==> src/rtl/hilo_unit.sv <==
// HI/LO architectural register pair with a 2-entry in-order write-staging FIFO.
// Captures divider, multiplier and move-to results, retires them on commit, and forwards the youngest staged value.
module hilo_unit (
  input  logic        clk,
  input  logic        rst,
  input  logic        div_ready,
  input  logic [31:0] div_q,
  input  logic [31:0] div_r,
  input  logic        mul_ready,
  input  logic [31:0] mul_hi,
  input  logic [31:0] mul_lo,
  input  logic        mthi_en,
  input  logic        mtlo_en,
  input  logic [31:0] mt_data,
  input  logic        commit,
  input  logic        flush,
  output logic [31:0] hi_out,
  output logic [31:0] lo_out,
  output logic [1:0]  pend_cnt,
  output logic        full,
  output logic        ovf_err
);

  typedef enum logic [1:0] {
    EMPTY = 2'd0,
    ONE   = 2'd1,
    TWO   = 2'd2
  } state_t;

  typedef struct packed {
    logic        we_hi;
    logic        we_lo;
    logic [31:0] hi_val;
    logic [31:0] lo_val;
  } entry_t;

  state_t      r_state, w_state_nxt;
  entry_t      r_ent0, r_ent1;          // r_ent0 is the oldest (head) entry
  entry_t      w_ent0_nxt, w_ent1_nxt, w_new;
  logic [31:0] r_hi, r_lo;
  logic        r_ovf;
  logic        w_mt, w_cap, w_collide, w_pop, w_push, w_drop;

  assign w_mt      = mthi_en | mtlo_en;
  assign w_cap     = div_ready | mul_ready | w_mt;
  assign w_collide = (div_ready & mul_ready) | (div_ready & w_mt) | (mul_ready & w_mt);
  assign w_pop     = commit & (r_state != EMPTY) & ~flush;
  assign w_push    = w_cap & ~flush & ((r_state != TWO) | commit);
  assign w_drop    = w_cap & ~flush & (r_state == TWO) & ~commit;

  // Priority select of the single winning source: div > mul > move-to.
  always_comb begin
    w_new = '0;
    if (div_ready) begin
      w_new = '{we_hi: 1'b1, we_lo: 1'b1, hi_val: div_r, lo_val: div_q};
    end else if (mul_ready) begin
      w_new = '{we_hi: 1'b1, we_lo: 1'b1, hi_val: mul_hi, lo_val: mul_lo};
    end else begin
      w_new = '{we_hi: mthi_en, we_lo: mtlo_en, hi_val: mt_data, lo_val: mt_data};
    end
  end

  always_comb begin
    w_state_nxt = r_state;
    w_ent0_nxt  = r_ent0;
    w_ent1_nxt  = r_ent1;
    if (flush) begin
      w_state_nxt = EMPTY;
    end else begin
      unique case (r_state)
        EMPTY: begin
          if (w_push) begin
            w_ent0_nxt  = w_new;
            w_state_nxt = ONE;
          end
        end
        ONE: begin
          if (w_pop && w_push) begin
            w_ent0_nxt = w_new;
          end else if (w_pop) begin
            w_state_nxt = EMPTY;
          end else if (w_push) begin
            w_ent1_nxt  = w_new;
            w_state_nxt = TWO;
          end
        end
        TWO: begin
          if (w_pop) begin
            w_ent0_nxt = r_ent1;
            if (w_push) w_ent1_nxt = w_new;
            else        w_state_nxt = ONE;
          end
        end
        default: w_state_nxt = EMPTY;
      endcase
    end
  end

  // NOTE: sequential state uses non-blocking assignments so every register samples pre-edge values.
  always_ff @(posedge clk) begin
    if (rst) r_state <= EMPTY;
    else     r_state <= w_state_nxt;
  end

  // NOTE: entry payloads are not reset; r_state alone decides which entries are meaningful.
  always_ff @(posedge clk) begin
    r_ent0 <= w_ent0_nxt;
    r_ent1 <= w_ent1_nxt;
  end

  always_ff @(posedge clk) begin
    if (rst) begin
      r_hi  <= '0;
      r_lo  <= '0;
      r_ovf <= 1'b0;
    end else begin
      if (w_pop && r_ent0.we_hi) r_hi <= r_ent0.hi_val;
      if (w_pop && r_ent0.we_lo) r_lo <= r_ent0.lo_val;
      if (w_drop || (w_collide && !flush)) r_ovf <= 1'b1;
    end
  end

  // Forward the youngest staged write per half, from registered state only.
  always_comb begin
    hi_out = r_hi;
    lo_out = r_lo;
    if (r_state != EMPTY) begin
      if (r_ent0.we_hi) hi_out = r_ent0.hi_val;
      if (r_ent0.we_lo) lo_out = r_ent0.lo_val;
    end
    if (r_state == TWO) begin
      if (r_ent1.we_hi) hi_out = r_ent1.hi_val;
      if (r_ent1.we_lo) lo_out = r_ent1.lo_val;
    end
  end

  assign pend_cnt = r_state;
  assign full     = (r_state == TWO);
  assign ovf_err  = r_ovf;

endmodule

==> config.mk <==
export PLATFORM = sky130hd
export DESIGN_NAME = hilo_unit
export DESIGN_NICKNAME = d
export VERILOG_FILES = /design/src/rtl/hilo_unit.sv
export SDC_FILE = /design/constraint.sdc
export NUM_CORES = 1
export LEC_CHECK = 0
export ABC_AREA = 1
export BUFFER_PORTS_ARGS = -buffer_cell sky130_fd_sc_hd__buf_2
export CAP_MARGIN = 20
export CORE_AREA = 2 2 135 170
export CTS_BUF_LIST = sky130_fd_sc_hd__clkbuf_16
export CTS_CLUSTER_DIAMETER = 200
export CTS_CLUSTER_SIZE = 40
export DETAILED_ROUTE_END_ITERATION = 8
export DIE_AREA = 0 0 137 172
export PLACE_DENSITY = 0.68
export SYNTH_ARGS = -nofsm -noshare
export SYNTH_HDL_FRONTEND = slang
export SYNTH_SLANG_ARGS = --single-unit
==> constraint.sdc <==
create_clock -name clk -period 8 [get_ports clk]
set_input_delay 0.8 -clock clk [delete_from_list [all_inputs] [get_ports clk]]
set_output_delay 0.8 -clock clk [all_outputs]
set_load 0.005 [all_outputs]
Yosys cells after proc, flatten, opt, wreduce, memory -nomap -nowiden
Cells that the tools add are included.
Widths: inputs -> output; s select.
{"block": "classes", "n_eq_ne": 10, "n_bitwise": 17, "mux": 26, "n_reduce_logical": 14}
{"op": "$mux 66", "count": 9}
{"op": "$mux 32", "count": 8}
{"op": "$pmux 66 s3", "count": 1}
{"op": "$pmux 66 s2", "count": 1}
{"op": "$reduce_and 5->1", "count": 3}
{"op": "$mux 2", "count": 6}
{"op": "$ne 2x2->1 const B", "count": 6}
{"op": "$and 1x1->1", "count": 9}
{"op": "$or 1x1->1", "count": 6}
{"op": "$pmux 2 s3", "count": 1}
{"op": "$logic_and 1x1->1", "count": 4}
{"op": "$reduce_bool 2->1", "count": 2}
{"op": "$ne 3x3->1 const B", "count": 1}
{"op": "$reduce_bool 3->1", "count": 1}
{"op": "$eq 2x1->1 const B", "count": 1}
{"op": "$eq 2x2->1 const B", "count": 1}
{"op": "$logic_not 2->1", "count": 1}
{"op": "$ne 2x1->1 const B", "count": 1}
{"op": "$not 1->1", "count": 2}
{"op": "$reduce_or 2->1", "count": 1}
{"op": "$logic_not 1->1", "count": 1}
{"op": "$logic_or 1x1->1", "count": 1}
{"block": "totals", "wordCells": 79, "out_inout_bits": 68, "in_bits": 168, "regBits": 199}

Logic depth before layout (Yosys ltp)
Gate-level depths: netlist of run 1.
{"block": "logic_depth", "word_depth": 8, "mapped_depth": 9, "ltp_nobuf": 9}

Worst setup path after synthesis of run 1
No wires, ideal clock.
{"block": "synth_timing", "path_kind": "input to register", "startpoint": "input commit", "endpoint": "register r_ent1[0] (netlist name) (enable)", "arrival_ps": 4291, "stages": 5, "setup_ps": 512, "path_buffers": 0, "required_ps": 7488, "path_slack_ps": 3197, "cell_sequence": "inv_1 -> nor2_2 -> inv_1 -> nand3_1 -> a21oi_1"}
{"block": "synth_via", "elab_chain_len": 5, "elab_cells_between_ends": 9, "classes_between": "3 x eq/ne; 4 x bitwise; 2 x reduce/logical"}
{"item": "from (decl)", "line": "15", "rtl": "input logic commit,"}
{"item": "$and 1x1->1 / $or 1x1->1 (equally long branches)", "line": "47, 48"}
{"item": "$and 1x1->1, on equally long branches", "line": "47, 48"}
{"item": "$logic_and 1x1->1", "line": "78", "rtl": "if (w_pop && w_push) begin"}
{"item": "$ne 2x2->1 (no source line)"}
{"item": "$reduce_and 5->1 (no source line) *"}
{"item": "to (signal assigned)", "line": "108", "rtl": "r_ent1 <= w_ent1_nxt;"}
{"item": "to (decl)", "line": "38", "rtl": "entry_t r_ent0, r_ent1;"}
Mark *: on every way between the ends. The rest lies on a longest branch, timed or not.
A chain may end at the register's enable or synchronous reset.

Worst setup path in the final report of run 1
{"block": "layout_timing", "startpoint": "register r_state[1] (netlist: pend_cnt[1])", "endpoint": "output hi_out[0]"}
{"block": "layout_via", "elab_chain_len": 4, "elab_cells_between_ends": 5, "classes_between": "1 x eq/ne; 3 x mux; 1 x reduce/logical"}
{"item": "from (decl)", "line": "37", "rtl": "state_t r_state, w_state_nxt;"}
{"item": "from (signal assigned)", "line": "102", "rtl": "else r_state <= w_state_nxt;"}
{"item": "$reduce_bool 2->1", "line": "127", "rtl": "if (r_state != EMPTY) begin"}
{"item": "$mux 32", "line": "127"}
{"item": "$mux 32", "line": "132", "rtl": "if (r_ent1.we_hi) hi_out = r_ent1.hi_val;"}
{"item": "$mux 32 *", "line": "131", "rtl": "if (r_state == TWO) begin"}
{"item": "to (decl)", "line": "17", "rtl": "output logic [31:0] hi_out,"}
Marks and branches as above.

==> results.ini, run 1 <==
[status]
status=finished clean

[worst_setup_path]
path_depth=7
critPathCapture=hi_out[0]
cp-end-kind=output port
r2r_slack_ps=4880
arrival_ps=3090
startpoint=pend_cnt[1]
critPathKind=register to output port
worstReg2RegEnd=r_ent0[1]
crit_required_ps=7200
cp_slowest_cell=buf_4
path_cells=inv_2 > nor2_4 > buf_4 > nand2_2 > buf_12 > a31oi_1 > buf_2
path_buf_inv=4
rr_worst_depth=7
critPathMaxFanout=67
worst_r2r_startpoint=pend_cnt[0]
crit_family=buffers and inverters
critPathLaunchType=register
critPathMaxStageDelay_ps=660

[placement]
port-buffer-count=235
gp_congestion=0.871
placed_area_um2=10900
place_hpwl_um=20200

[clock_tree]
clockBufferDepth=2
cts.sinks=199
ctsHoldBuffers=0
path_clk_slew_ps=80
cts-resized-gates=0
cts_tree=yes
clock_latency_ps=450
htreeDepth=4
post_cts_buffers=0
cts_buffers=17
root_buffer=clkbuf_16

[routing]
drc_errors=0
viasPerCell=5.29
drt_iter0_drc=700
wl_um=30400
dr_wl_met2_um=14400
highest_layer=met5
wl_met1_um=13100
postRouteAntennaNets=0
first_pass_iters=5
route.met3.wl_um=2090
drt-wirelength-per-cell_um=18.0
vias=8947

[layout]
fin_nets=1560
design_area_um2=11500
multi_input_area_um2=3920
layout_common_cells=nand2_1 (426), nor2_1 (260), buf_2 (235), edfxtp_1 (132), a31oi_1 (126)
drive_above_1_share_pct=21.1
nFillCells=2190
layout_commonest_cell=nand2_1
regArea_um2=5310
syn_to_final_growth_pct=18.9

[logic_synthesis]
syn_inst=1211
syn_area_per_cell_um2=8.02
ys_seq_area_share_pct=54.6
syn-num-nets=1379
synth.cell_area_um2=9710
synth_cell_types=24
synth_warnings=0
ys_ff_latch=199

[sta]
rsz0062_at_grt=no
final.min_clock_period_ps=3890
slew-limit-headroom_pct=36.0
period_share_pct=48.7
fin_setup_tns_ps=0
fmax_mhz=257
worstMarginPinSlew_ps=958
skew_ps=15.8
maxSlewViolCount=0
final-hold-violation-count=0
setup_violations=0

[flow_run]
max_cap_violations=0

[floorplanning]
io_pins=236
dieArea_um2=23600
die_h_um=172
die_w_um=137
initial_utilization_pct=44.2
core_area_um2=22000
rows=61

[global_routing]
grt_pass1_vias=8167
antenna_found_initial=3
grt_max_degree=72
globalRouteOverflowTotal=0
grt_pass1_wl_um=45700
grt.total_usage_pct=25.8

[pwr]
leakage_uw=0.00493
total_power_uw=2450
powerDensity_nw_per_um2=212
max-vdd-ir-drop_uv=155

[hold_path]
hp-class=register to register

cell type report:
type,count,area share (%)
antenna,2,0.0434
clock buffer,17,3.68
clock inverter,15,1.34
inverter,22,0.748
multi-input combinational,907,33.9
sequential,199,46.0
tap,283,3.07
timing repair buffer,245,11.2
flip-flops by register name (all words and copies together) (netlist names):
signal	flops
r_ent0	66
r_ent1	66
r_hi	32
r_lo	32
pend_cnt	2
ovf_err	1
worst min-delay path, stage by stage, from the launching register on:
cell     delay [ps]
dfxtp_1         310
inv_1            70
a21oi_1          60
metal layers:
layer | global-route usage (%) | vias up
li1 | - | 4399
met1 | 35.4 | 4160
met2 | 41.5 | 341
met3 | 4.49 | 45
met4 | 8.43 | 2
met5 | 0 | -
how the worst min path moves through the flow:
stage                     cells after the start  endpoint  startpoint
final                                         2  r_hi[30]    r_hi[30]
after detailed placement                      2  r_hi[30]    r_hi[30]
after CTS                                     2  r_hi[30]    r_hi[30]
after global placement                        2   ovf_err     ovf_err
after global routing                          2  r_hi[30]    r_hi[30]
after floorplan                               2  r_hi[30]    r_hi[30]
power by group:
part           internal, µW  switching, µW  leakage (µW)
combinational           131            242       0.00287
clock                   417            432      0.000281
sequential             1190           35.2       0.00178
per-stage QoR:
stage | std cells | setup WS, ps | hold slack (ps) | util [%]
floorplan | 1211 | 3200 | 430 | -
global placement | 1653 | 4070 | 458 | 49.6
detailed placement | 1654 | 4040 | 461 | 49.6
CTS | 1686 | 4040 | 477 | 52.3
global route | 1689 | 3850 | 494 | 52.5
finish | 1690 | 4110 | 477 | 52.5
cells by family (layout without fill, tap and decap cells):
logic type / count (synthesis) / in the layout / synth area share [%]
and+or+nand+nor: 705 / 705 / 28.0
AOI/OAI and AO/OA: 202 / 202 / 12.1
DFF: 199 / 199 / 54.6
other: 0 / 2 / 0
buffers and inverters: 105 / 299 / 5.25
cells in the mapped netlist, drive strengths merged:
cell type | instances | share of area [%]
buf | 63 | 3.6
clkinv | 1 | 0.052
inv | 21 | 0.81
clkbuf | 20 | 0.81
nand3 | 7 | 0.36
o21ai | 68 | 3.5
o211ai | 2 | 0.15
dfxtp | 67 | 14
edfxtp | 132 | 41
or2 | 2 | 0.13
nand2 | 430 | 17
nor2 | 266 | 11
a31oi | 126 | 8.1
a21oi | 6 | 0.31
No activity file was read; power rests on OpenSTA's default activity.
==> run 2, diff against run 1 <==
--- a/config.mk
+++ b/config.mk
@@ -5,15 +5,15 @@
 export SDC_FILE = /design/constraint.sdc
 export NUM_CORES = 1
 export LEC_CHECK = 0
-export ABC_AREA = 1
+export ABC_AREA = 0
 export BUFFER_PORTS_ARGS = -buffer_cell sky130_fd_sc_hd__buf_2
 export CAP_MARGIN = 20
-export CORE_AREA = 2 2 135 170
+export CORE_AREA = 2 2 139 174
 export CTS_BUF_LIST = sky130_fd_sc_hd__clkbuf_16
 export CTS_CLUSTER_DIAMETER = 200
 export CTS_CLUSTER_SIZE = 40
 export DETAILED_ROUTE_END_ITERATION = 8
-export DIE_AREA = 0 0 137 172
+export DIE_AREA = 0 0 141 176
 export PLACE_DENSITY = 0.68
 export SYNTH_ARGS = -nofsm -noshare
 export SYNTH_HDL_FRONTEND = slang
==> constraint.sdc (replaced) <==
create_clock -name clk -period 3.7 [get_ports clk]
set_input_delay 0.37 -clock clk [delete_from_list [all_inputs] [get_ports clk]]
set_output_delay 0.37 -clock clk [all_outputs]
set_load 0.005 [all_outputs]
==> run 2 against run 1 <==
  * Cell area is 4.7% higher
  * Clock power increased by 120%
  * Flip-flop and latch count is the same
  * Routed wire length is 0.90% lower
  * Sequential power grew 110%
  * Core utilization is 0.062 points lower
  * Critical path type unchanged
  * Combinational power rose by 100%
  * Sequential share of layout area shrank 2.1 points
  * Die area is 5.3% higher
==> results.ini, run 2 <==
[routing]
vias=9012  ; +0.73%
drt_iter0_drc=881  ; +26%
drt-wirelength-per-cell_um=18.6  ; +3.5%
wl_um=30100  ; -0.90%
drc_errors=0  ; unchanged
first_pass_iters=5  ; unchanged
viasPerCell=5.57  ; +5.2%
postRouteAntennaNets=0  ; unchanged

[clock_tree]
cts-resized-gates=0  ; unchanged
clockBufferDepth=2  ; unchanged
htreeDepth=4  ; unchanged
post_cts_buffers=0  ; unchanged
cts.sinks=199  ; unchanged
clock_latency_ps=430  ; -20 ps
cts_tree=yes
path_clk_slew_ps=80  ; about the same
root_buffer=clkbuf_16
cts_buffers=17  ; unchanged
ctsHoldBuffers=0  ; unchanged

[global_routing]
globalRouteOverflowTotal=0  ; unchanged
grt_pass1_wl_um=46300  ; +1.3%
grt.total_usage_pct=23.8  ; -2.0 points
antenna_found_initial=6  ; +3
grt_max_degree=89  ; +24%
grt_pass1_vias=8550  ; +4.7%

[worst_setup_path]
critPathKind=register to output port
crit_required_ps=3330  ; -3870 ps
critPathLaunchType=register
cp-end-kind=output port
arrival_ps=2650  ; -440 ps
critPathMaxFanout=43  ; -36%

[logic_synthesis]
syn_area_per_cell_um2=9.00  ; +12%
synth_compound_area_share_pct=20.5  ; +8.5 points
synthAdderAreaFrac_pct=0  ; unchanged
synth.cells.most_frequent=nand2_1 (193), edfxtp_1 (132), nor2_1 (130)
yosysMostFrequentCell=nand2_1
synth.cell_area_um2=10300  ; +5.8%
synth-edff-count=132  ; unchanged
ys_ff_latch=199  ; unchanged
synth_cell_types=37  ; +54%
syn-num-nets=1310  ; -5.0%
synth-xor-area-share_pct=0  ; unchanged
synth.area.mux_share_pct=0.463  ; +0.46 points
synthTopCellsByArea=edfxtp_1 (39%), dfxtp_1 (13%), nand2_1 (7.1%), nor2b_1 (5.2%), nor2_1 (4.7%)
synthSimpleGateAreaFrac_pct=22.1  ; -6.0 points
synth_ff_type=edfxtp_1
ys_async_sr_fraction_pct=0  ; unchanged
synth_top_family_by_area=simple AND/OR/NAND/NOR gates
synth_warnings=0  ; unchanged
syn_inst=1142  ; -5.7%
yosysTopAreaCellShare_pct=38.6  ; -2.2 points
ys_seq_area_share_pct=51.6  ; -3.0 points
synth_top_area_cell=edfxtp_1

[sta]
worstMarginPinSlew_ps=1020  ; +61.8 ps
skew_ps=13.2  ; -2.64 ps
fin_hold_ws_ps=244  ; -233 ps
maxSlewViolCount=0  ; unchanged
fmax_mhz=332
slew-limit-headroom_pct=32.0  ; -4.0 points
setup_violations=0  ; unchanged
period_share_pct=81.5
final-hold-violation-count=0  ; unchanged
final.min_clock_period_ps=3020
worst_slack_ps=685  ; -3420 ps
rsz0062_at_grt=no
fin_setup_tns_ps=0  ; unchanged

[floorplanning]
die_w_um=141  ; +2.9%
initial_utilization_pct=44.6  ; +0.43 points
core_area_um2=23000  ; +4.8%
io_pins=236  ; unchanged
rows=62  ; +1.6%
dieArea_um2=24800  ; +5.3%
die_h_um=176  ; +2.3%

[placement]
place_ws_ps=1140  ; -2910 ps
gp_congestion=0.926  ; +6.3%
place_hpwl_um=20600  ; +2.1%
port-buffer-count=235  ; unchanged

[layout]
syn_to_final_growth_pct=17.6
drive_above_1_share_pct=22.6  ; +1.4 points
final_util_pct=52.5  ; -0.062 points
largestRegisters=r_ent0 (66), r_ent1 (66)
fin_nets=1480  ; -5.1%
layout_common_cells=buf_2 (233), nand2_1 (193), edfxtp_1 (132), nor2_1 (130), nor2b_1 (85)
layout_commonest_cell=buf_2

[pwr]
max-vdd-ir-drop_uv=317  ; +100%
leakage_uw=0.00439  ; -11%
powerDensity_nw_per_um2=431  ; +100%

[status]
status=finished clean

[hold_path]
hp-class=input pin to register

[flow_run]
max_cap_violations=0  ; unchanged

==> run 2: path summary, 6_finish.rpt <==
| check | startpoint | end | slack [ps] | cells after the start |
|---|---|---|---|---|
| min reg2reg | r_hi[13] | r_hi[13] | 480 | 2 |
| max | pend_cnt[1] | lo_out[21] | 680 | 5 |
| max reg2reg | pend_cnt[0] | r_ent1[2] | 1410 | 4 |
| min | div_q[21] | r_ent1[21] | 240 | 3 |
==> run 2: cells by family after synthesis <==
family / count (synthesis)
flip-flops: 199
buffers and inverters: 106
multiplexers: 4
AO/OA/AOI/OAI: 335
AND/OR/NAND/NOR: 498
==> run 2: final cells by class <==
type	count	area, µm²
diodes	5	12.5
fillers	2161	11000
clock buffers	18	450
flip-flops and latches	199	5310
clock inverters	14	121
multi-input cells	837	4470
repair buffers	255	1360
well taps	288	360
inverters	2	10.0
==> run 2: critical path, cell delays in order (launching register included) <==
cell and delay (ps):
dfxtp_1 740, o21a_2 780, buf_4 320, nand2_1 80, a31oi_1 160, buf_2 130
==> run 2: metal layers <==
metal,share of wire (%),track usage (%)
met1,44,32.2
met3,5.9,4.80
met5,0,0
met4,2.7,8.83
met2,47,38.3
==> run 2: power breakdown <==
group | switching, µW | internal (µW) | leakage (µW)
Clock | 863 | 976 | 0.000285
Sequential | 68.5 | 2540 | 0.00178
Combinational | 467 | 294 | 0.00233
==> run 2: stage by stage <==
step | instance area, µm² | power (µW) | std cells
final | 12100 | 5200 | 1618
after global routing | 12100 | 5390 | 1617
after CTS | 12100 | 5230 | 1613
after detailed placement | 11500 | 3410 | 1581
after global placement | 11500 | 3400 | 1581
after floorplan | 10300 | 3100 | 1142
==> run 3, diff against run 2 <==
--- a/config.mk
+++ b/config.mk
@@ -14,7 +14,7 @@
 export CTS_CLUSTER_SIZE = 40
 export DETAILED_ROUTE_END_ITERATION = 8
 export DIE_AREA = 0 0 141 176
-export PLACE_DENSITY = 0.68
+export PLACE_DENSITY = 0.7
 export SYNTH_ARGS = -nofsm -noshare
 export SYNTH_HDL_FRONTEND = slang
 export SYNTH_SLANG_ARGS = --single-unit
==> constraint.sdc (replaced) <==
create_clock -name clk -period 2.5 [get_ports clk]
set_input_delay 0.25 -clock clk [delete_from_list [all_inputs] [get_ports clk]]
set_output_delay 0.25 -clock clk [all_outputs]
set_load 0.005 [all_outputs]
==> run 3 against run 2 <==
  * Non-clock buffer count up 10
  * Hold slack worse by 120 ps
  * Sequential share of layout area down 0.80 points
  * Core utilization up 1.0 points
  * Combinational power up 60%
  * Via count up 3.7%
  * Sequential power up 48%
  * Critical path depth up 1
==> results.ini, run 3 (synthesis gave the netlist of run 2 again) <==
[status]
status=finished clean

[hold_path]
hp-class=input pin to register
hold_depth=3  ; unchanged

[sta]
slew-limit-headroom_pct=45.7  ; +14 points
worstMarginPinSlew_ps=815  ; -205 ps
final.min_clock_period_ps=2300
final-hold-violation-count=0  ; unchanged
period_share_pct=92.0
skew_ps=11.6  ; -1.64 ps
rsz0062_at_grt=no
setup_violations=0  ; unchanged
maxSlewViolCount=0  ; unchanged
fin_setup_tns_ps=0  ; unchanged
fmax_mhz=435
fin_hold_ws_ps=125  ; -119 ps

[placement]
port-buffer-count=235  ; unchanged
gp_congestion=0.849  ; -8.3%
dpl.cell_count=1591  ; +0.63%
place_hpwl_um=21000  ; +1.9%

[layout]
layout_common_cells=buf_2 (233), nand2_1 (193), edfxtp_1 (132), nor2_1 (130), nor2b_1 (85)
drive_above_1_share_pct=23.4  ; +0.88 points
largestRegisters=r_ent0 (66), r_ent1 (66)
final_util_pct=53.5  ; +1.0 points
nFillCells=2090  ; -3.3%
regArea_um2=5310  ; +0.14%
multi_input_area_um2=4470  ; about the same
layout_commonest_cell=buf_2
syn_to_final_growth_pct=20.0
fin_nets=1490  ; +0.68%
fin_cells=1628  ; +0.62%

[global_routing]
globalRouteOverflowTotal=0  ; unchanged
grt_pass1_vias=8861  ; +3.6%
grt_pass1_wl_um=47900  ; +3.4%
grt.total_usage_pct=24.8  ; +0.93 points
grt_max_degree=78  ; -12%
antenna_found_initial=5  ; -1

[worst_setup_path]
r2r_slack_ps=570  ; -840 ps
critPathLaunchType=register
critPathCapture=hi_out[3]
startpoint=pend_cnt[1]
critPathKind=register to output port
crit_required_ps=2250  ; -1080 ps
worstReg2RegEnd=r_ent1[17]
critPathMaxFanout=21  ; -51%
worst_r2r_startpoint=pend_cnt[0]
cp-end-kind=output port
rr_worst_depth=4  ; unchanged
arrival_ps=2050  ; -600 ps

[pwr]
total_power_uw=7860  ; +51%
max-vdd-ir-drop_uv=493  ; +55%
leakage_uw=0.00449  ; +2.4%
powerDensity_nw_per_um2=637  ; +48%

[floorplanning]
die_h_um=176  ; unchanged
initial_utilization_pct=44.6  ; unchanged
dieArea_um2=24800  ; unchanged
io_pins=236  ; unchanged
core_area_um2=23000  ; unchanged
rows=62  ; unchanged
die_w_um=141  ; unchanged

[clock_tree]
cts_buffers=17  ; unchanged
ctsHoldBuffers=0  ; unchanged
clockBufferDepth=2  ; unchanged
post_cts_buffers=0  ; unchanged
clock_latency_ps=440  ; about the same
root_buffer=clkbuf_16
path_clk_slew_ps=70  ; about the same
cts-resized-gates=0  ; unchanged
htreeDepth=4  ; unchanged
cts_tree=yes
cts.sinks=199  ; unchanged

[routing]
postRouteAntennaNets=0  ; unchanged
drt_iter0_drc=1119  ; +27%
drc_errors=0  ; unchanged
drt-wirelength-per-cell_um=19.2  ; +3.0%
first_pass_iters=5  ; unchanged
vias=9342  ; +3.7%
wl_um=31200  ; +3.6%
viasPerCell=5.74  ; +3.0%

[flow_run]
max_cap_violations=0  ; unchanged

## run 3: how the worst min path moves through the flow
stage	start	endpoint	slack, ps
after floorplan	mtlo_en	r_ent1[64]	440
after global placement	r_lo[17]	r_lo[17]	460
after detailed placement	r_hi[23]	r_hi[23]	470
after CTS	div_r[3]	r_ent1[35]	120
after global routing	div_q[29]	r_ent1[29]	130
final	div_q[28]	r_ent1[28]	130
## run 3: cell type report
cell class	instances	share of cell area, %
flip-flops and latches	199	43.1
diodes	5	0.101
repair buffers	265	12.7
well taps	288	2.92
inverters	2	0.0812
clock inverters	15	1.34
multi-input cells	837	36.3
clock buffers	17	3.45
## run 3: power breakdown
part	switching (µW)	leakage, µW	internal (µW)
combinational	732	0.00242	485
clock	1290	0.000290	1500
sequential	101	0.00178	3750
total	2130	0.00449	5730
## run 3: critical path, cell delays in order (launching register included)
cell,delay [ps]
dfxtp_4,470
o21a_2,380
buf_12,220
buf_4,170
nand2_1,60
a31oi_1,170
buf_2,140
## run 3: per-layer routing
layer  vias to the layer above  part of all wire [%]  track usage, %
met4                         0                   2.1            8.63
met5                         -                     0               0
met3                        36                   6.7            3.82
met1                      4466                    43            34.6
li1                       4477                     -               -
met2                       363                    48            39.5
## run 3: metrics by stage
step,instance area [µm²],setup slack (ps)
final,12300,201
after global routing,12300,80.8
after CTS,12300,179
after detailed placement,11700,422
after global placement,11700,472
after floorplan,10300,-534
